--- src/rtl/sdc_supervisor.sv ---
// sdc_supervisor: SDC relay close/open supervisor with N heartbeat watchdogs,
// debounced activation buttons, close verification and latched fault codes.
module sdc_supervisor #(
  parameter int unsigned N_WD          = 2,
  parameter int unsigned WD_TIMEOUT    = 1000,
  parameter int unsigned DEBOUNCE      = 50,
  parameter int unsigned CLOSE_TIMEOUT = 200
) (
  input  logic            clk,
  input  logic            Power_on_Reset_n,
  input  logic            AS_driving_mode,
  input  logic            AS_close_SDC,
  input  logic            TS_Activation_Button_cockpit,
  input  logic            TS_Activation_Button_external,
  input  logic [N_WD-1:0] Watchdog,
  input  logic            Shutdown_circuit,
  input  logic            Fault_clear,
  output logic            To_SDC_relais,
  output logic            SDC_is_Ready,
  output logic [2:0]      Fault_code,
  output logic [N_WD-1:0] Wd_fault_mask
);

  localparam int unsigned DB_W  = $clog2(DEBOUNCE + 1);
  localparam int unsigned WD_W  = $clog2(WD_TIMEOUT + 1);
  localparam int unsigned CL_W  = $clog2(CLOSE_TIMEOUT + 1);
  localparam int unsigned SYN_W = N_WD + 6;
  localparam int unsigned BTN_E = 0;
  localparam int unsigned BTN_C = 1;

  localparam logic [2:0] FC_NONE  = 3'd0;
  localparam logic [2:0] FC_WD    = 3'd1;
  localparam logic [2:0] FC_CLOSE = 3'd2;
  localparam logic [2:0] FC_EXT   = 3'd3;
  localparam logic [2:0] FC_AS    = 3'd4;

  typedef enum logic [1:0] {S_OPEN, S_CLOSING, S_CLOSED, S_TRIPPED} state_t;

  logic [SYN_W-1:0] sync1, sync2;
  logic [1:0]       sync_vld;
  logic [N_WD-1:0]  wd_s, wd_q, wd_tog, wd_armed, wd_exp;
  logic [WD_W-1:0]  wd_cnt [N_WD];
  logic             mode_s, as_s, sense_s, clear_s, wd_ok;
  logic [1:0]       btn_s, btn_deb, btn_deb_q, btn_armed, btn_evt;
  logic [DB_W-1:0]  db_cnt [2];
  state_t           state;
  logic [CL_W-1:0]  cl_cnt;
  logic             closed_mode;

  assign wd_s    = sync2[SYN_W-1:6];
  assign mode_s  = sync2[5];
  assign as_s    = sync2[4];
  assign btn_s   = sync2[3:2];
  assign sense_s = sync2[1];
  assign clear_s = sync2[0];

  // Two-flop synchronisers; sync_vld marks when sync2 carries real samples.
  always_ff @(posedge clk or negedge Power_on_Reset_n) begin
    if (!Power_on_Reset_n) begin
      sync1    <= '0;
      sync2    <= '0;
      sync_vld <= '0;
    end else begin
      sync1    <= {Watchdog, AS_driving_mode, AS_close_SDC,
                   TS_Activation_Button_cockpit, TS_Activation_Button_external,
                   Shutdown_circuit, Fault_clear};
      sync2    <= sync1;
      sync_vld <= {sync_vld[0], 1'b1};
    end
  end

  // Debounced levels, watchdog expiry and the combined watchdog health.
  always_comb begin
    btn_deb = '0;
    wd_exp  = '0;
    for (int i = 0; i < 2; i++) btn_deb[i] = (db_cnt[i] == DB_W'(DEBOUNCE));
    for (int i = 0; i < N_WD; i++) wd_exp[i] = wd_armed[i] && (wd_cnt[i] == WD_W'(WD_TIMEOUT));
  end

  // A button only produces events after it has been seen released once, so a
  // button held through reset cannot close the relay.
  assign btn_evt = btn_deb & ~btn_deb_q & btn_armed;
  assign wd_tog  = wd_s ^ wd_q;
  assign wd_ok   = (&wd_armed) && !(|wd_exp);

  // Debounce and watchdog counters.
  always_ff @(posedge clk or negedge Power_on_Reset_n) begin
    if (!Power_on_Reset_n) begin
      btn_deb_q <= '0;
      btn_armed <= '0;
      wd_q      <= '0;
      wd_armed  <= '0;
      for (int i = 0; i < 2; i++) db_cnt[i] <= '0;
      for (int i = 0; i < N_WD; i++) wd_cnt[i] <= '0;
    end else begin
      btn_deb_q <= btn_deb;
      btn_armed <= btn_armed | ({2{sync_vld[1]}} & ~btn_s);
      wd_q      <= wd_s;
      wd_armed  <= wd_armed | wd_tog;
      for (int i = 0; i < 2; i++) begin
        if (!btn_s[i]) db_cnt[i] <= '0;
        else if (db_cnt[i] != DB_W'(DEBOUNCE)) db_cnt[i] <= db_cnt[i] + DB_W'(1);
      end
      for (int i = 0; i < N_WD; i++) begin
        if (wd_tog[i]) wd_cnt[i] <= '0;
        else if (wd_cnt[i] != WD_W'(WD_TIMEOUT)) wd_cnt[i] <= wd_cnt[i] + WD_W'(1);
      end
    end
  end

  // Supervisor FSM with registered relay, ready and latched fault outputs.
  always_ff @(posedge clk or negedge Power_on_Reset_n) begin
    if (!Power_on_Reset_n) begin
      state         <= S_OPEN;
      cl_cnt        <= '0;
      closed_mode   <= 1'b0;
      To_SDC_relais <= 1'b0;
      SDC_is_Ready  <= 1'b0;
      Fault_code    <= FC_NONE;
      Wd_fault_mask <= '0;
    end else begin
      To_SDC_relais <= (state == S_CLOSING) || (state == S_CLOSED);
      SDC_is_Ready  <= (state == S_OPEN) && wd_ok;
      case (state)
        S_OPEN: begin
          cl_cnt <= '0;
          if (wd_ok && ((!mode_s && btn_evt[BTN_C]) ||
                        (mode_s && btn_evt[BTN_E] && as_s))) begin
            state       <= S_CLOSING;
            closed_mode <= mode_s;
          end
        end
        S_CLOSING: begin
          cl_cnt <= cl_cnt + CL_W'(1);
          if (!wd_ok) begin
            state         <= S_TRIPPED;
            Fault_code    <= FC_WD;
            Wd_fault_mask <= wd_exp;
          end else if (sense_s) begin
            state <= S_CLOSED;
          end else if (cl_cnt == CL_W'(CLOSE_TIMEOUT - 1)) begin
            // Counter would reach CLOSE_TIMEOUT on this edge without sense.
            state         <= S_TRIPPED;
            Fault_code    <= FC_CLOSE;
            Wd_fault_mask <= '0;
          end
        end
        S_CLOSED: begin
          if (!wd_ok) begin
            state         <= S_TRIPPED;
            Fault_code    <= FC_WD;
            Wd_fault_mask <= wd_exp;
          end else if (!sense_s) begin
            state         <= S_TRIPPED;
            Fault_code    <= FC_EXT;
            Wd_fault_mask <= '0;
          end else if (closed_mode && !as_s) begin
            state         <= S_TRIPPED;
            Fault_code    <= FC_AS;
            Wd_fault_mask <= '0;
          end
        end
        S_TRIPPED: begin
          if (clear_s && wd_ok && (btn_deb == 2'b00)) begin
            state         <= S_OPEN;
            Fault_code    <= FC_NONE;
            Wd_fault_mask <= '0;
          end
        end
        default: state <= S_OPEN;
      endcase
    end
  end

endmodule

--- config.mk ---
export PLATFORM = sky130hd
export DESIGN_NAME = sdc_supervisor
export DESIGN_NICKNAME = d
export VERILOG_FILES = /design/src/rtl/sdc_supervisor.sv
export SDC_FILE = /design/constraint.sdc
export NUM_CORES = 1
export LEC_CHECK = 0
export CORE_ASPECT_RATIO = 0.5
export CORE_MARGIN = 2
export CORE_UTILIZATION = 30
export CTS_CLUSTER_SIZE = 28
export DETAILED_ROUTE_END_ITERATION = 16
export PLACE_DENSITY = 0.43
export SLEW_MARGIN = 20
export SYNTH_ARGS = -nofsm -noshare
export SYNTH_HDL_FRONTEND = slang
export SYNTH_SLANG_ARGS = --single-unit
--- constraint.sdc ---
create_clock -name clk -period 2.7 [get_ports clk]
set_input_delay 0.27 -clock clk [delete_from_list [all_inputs] [get_ports clk]]
set_output_delay 0.27 -clock clk [all_outputs]
set_load 0.01 [all_outputs]
==> qor.yml <==
remaining_drc_errors: 0
layout_min_cycle_time_ns: 2.283
rsz0062_at_grt: "no"
synth-edff-count: 0
tns_ns: 0
criticalPathCategory: "flop to flop"
fmax_mhz: 438.0
crit_chain: "or3b_1, nor4_2, nor4_1, a32o_4, mux2_4"
place.gp.congestion: 0.7814
min_path_type: "input port to asynchronous set/reset pin"
grt_max_degree: 77
ys_seq_area_share_pct: 55.03
critPathMaxFanout: 5
ys_async_sr_fraction_pct: 100.0
critPathTopFamily: "simple AND/OR/NAND/NOR gates"
finalCritPeriodShare_pct: 84.56
ys_warn_count: 0
wirelength_mm: 6.233
insertion_delay_ns: 0.33
synthesis.area_um2: 3456
syn_area_per_cell_um2: 11.33
grt_pass1_wl_mm: 10.93
dpl.hpwl_mm: 4.265
die_area_um2: 12450
area_growth_pct: 17.52
grt_pass1_vias: 2227
ys_seq_elements: 76
cts_hold_buf: 0
ys_types: 53
die_w_um: 155.8
io_pins: 17
ir_worst_vdd_mv: 0.3021
ant_nets: 0
diodes: 0
dp_cells: 462
start_util_pct: 31.09
grt-ovfl-total: 0
cts_tree: "done"
hold_viol_final: 0
vias_per_cell: 4.663
worstMarginPinSlew_ns: 0.9500
critPathLaunchType: "flop"
final_util_pct: 36.54
ys_top_cells_by_area: "dfrtp_1, ha_1, xor2_1, nor2_1, xnor2_1"
finalSetupViolCount: 0
netlist_instances: 305
cts.sinks: 76
stdcell_count: 478
cp.buffers_inverters: 0
synth_flop_cell: "dfrtp_1"
io_buffers: 16
worstPathRequired_ns: 2.92
clock-root-buffer: "clkbuf_16"
cpMaxStageDelayCell: "nor4_2"
maxSlewViolCount: 0
first_iter_violations: 132
layout_commonest_cell: "dfrtp_1"
cts_setup_buffers: 0
arrival_ns: 2.50
yosys.area.top_type: "dfrtp_1"
firstDrtPassIters: 4
clk_path_buf_depth: 2
outcome: "finished, final reports clean"
power_mw: 2.438
layout-drive-gt1-share_pct: 12.91
routedWlPerCell_um: 13.04
ctsResizeCount: 0
core_um2: 11110
p_per_area_nw_per_um2: 600.2
fin_nets: 351
fin_skew_ns: 0.007087
end_kind: "flop"
antenna_found_initial: 0
max_slew_margin_pct: 36.67
final_cell_mix: "dfrtp_1, nor2_1, nand2_1, xor2_1, inv_1"
vias: 2229
track_usage_pct: 11.51
htreeDepth: 3
p_leak_nw: 1.791
clkTransAtPathRegs_ns: 0.06
row_count: 27
synth_top_area_share_pct: 55.03
cap_viol_max_count: 0
numCtsBuffers: 9
cp_slowest_stage_delay_ns: 0.51
die_h_um: 79.90
syn-num-nets: 328
[where the power goes]
group,switching [mW],internal (mW),leakage (nW)
registers,0.0317,1.18,0.979
clock network,0.468,0.645,0.135
logic,0.0692,0.0476,0.677
total,0.569,1.87,1.79
[stage by stage]
step,hold WS [ns],area (µm²),setup slack (ns)
after floorplan,-0.02559,3456,0.6535
after global placement,0.3343,3784,0.5032
after detailed placement,0.3347,3784,0.4053
after CTS,0.1389,4061,0.3972
after global routing,0.1576,4061,0.1970
final,0.07805,4061,0.4168
[routing by layer]
metal / up-vias / global-route usage (%) / wire, µm
li1: 1096 / - / -
met2: 23 / 17.43 / 2770
met5: - / 0 / 0
met3: 7 / 4.235 / 214
met1: 1103 / 15.06 / 3171
met4: 0 / 4.404 / 77
[sequential cells by signal (all words and copies together) (netlist names)]
register,count
Fault_code,3
closed_mode,1
cl_cnt,8
wd_cnt,20
sync_vld,2
state,2
wd_q,2
wd_armed,2
sync1,8
Wd_fault_mask,2
db_cnt,12
To_SDC_relais,1
btn_deb_q,2
btn_armed,2
sync2,8
SDC_is_Ready,1
[area by class of cell]
| class | instances | area, µm² |
|---|---|---|
| Inverter | 18 | 68.82 |
| Fill cell | 1092 | 7053 |
| Sequential cell | 76 | 1902 |
| Clock buffer | 10 | 239.0 |
| Tap cell | 145 | 181.4 |
| Clock inverter | 6 | 38.79 |
| Multi-Input combinational cell | 205 | 1459 |
| Timing Repair Buffer | 18 | 172.7 |
[cell usage after synthesis, types with 2 or more instances]
library cell,n
dfrtp_1,76
nor2_1,32
nand2_1,23
xor2_1,18
inv_1,17
nand3_1,14
ha_1,13
o21ai_0,11
xnor2_1,10
nor3_1,8
a21oi_1,7
and3_1,7
clkbuf_1,5
mux2_4,5
o21ai_1,5
or3_1,5
o211ai_2,3
a211oi_1,2
a21o_1,2
mux2_1,2
nand2b_1,2
nand4_1,2
nand4b_1,2
o22ai_1,2
o311a_1,2
or2_2,2
or4_1,2
[kinds of logic after synthesis]
| kind of cell | count (synthesis) | share of synthesized area [%] |
|---|---|---|
| buffers and inverters | 24 | 2.752 |
| DFF | 76 | 55.03 |
| adders and majority gates | 13 | 4.707 |
| other | 1 | 0.1085 |
| AOI/OAI and AO/OA | 43 | 9.051 |
| xor gates and xnor gates | 28 | 7.096 |
| and+or+nand+nor | 111 | 17.81 |
| muxes | 9 | 3.439 |
[worst paths after layout]
kind / endpoint / from / slack (ns) / cells after the start
worst min-delay path: sync1[3] / Power_on_Reset_n / 0.08 / 1
worst max register to register: Fault_code[1] / wd_cnt[12] / 0.42 / 5
min in group clk: sync2[1] / sync1[1] / 0.35 / 0
worst max-delay path: Fault_code[1] / wd_cnt[12] / 0.42 / 5
worst min register to register: sync2[1] / sync1[1] / 0.35 / 0
max in group asynchronous: wd_cnt[17] / Power_on_Reset_n / 2.00 / 1
No activity file was read; power rests on OpenSTA's default activity.
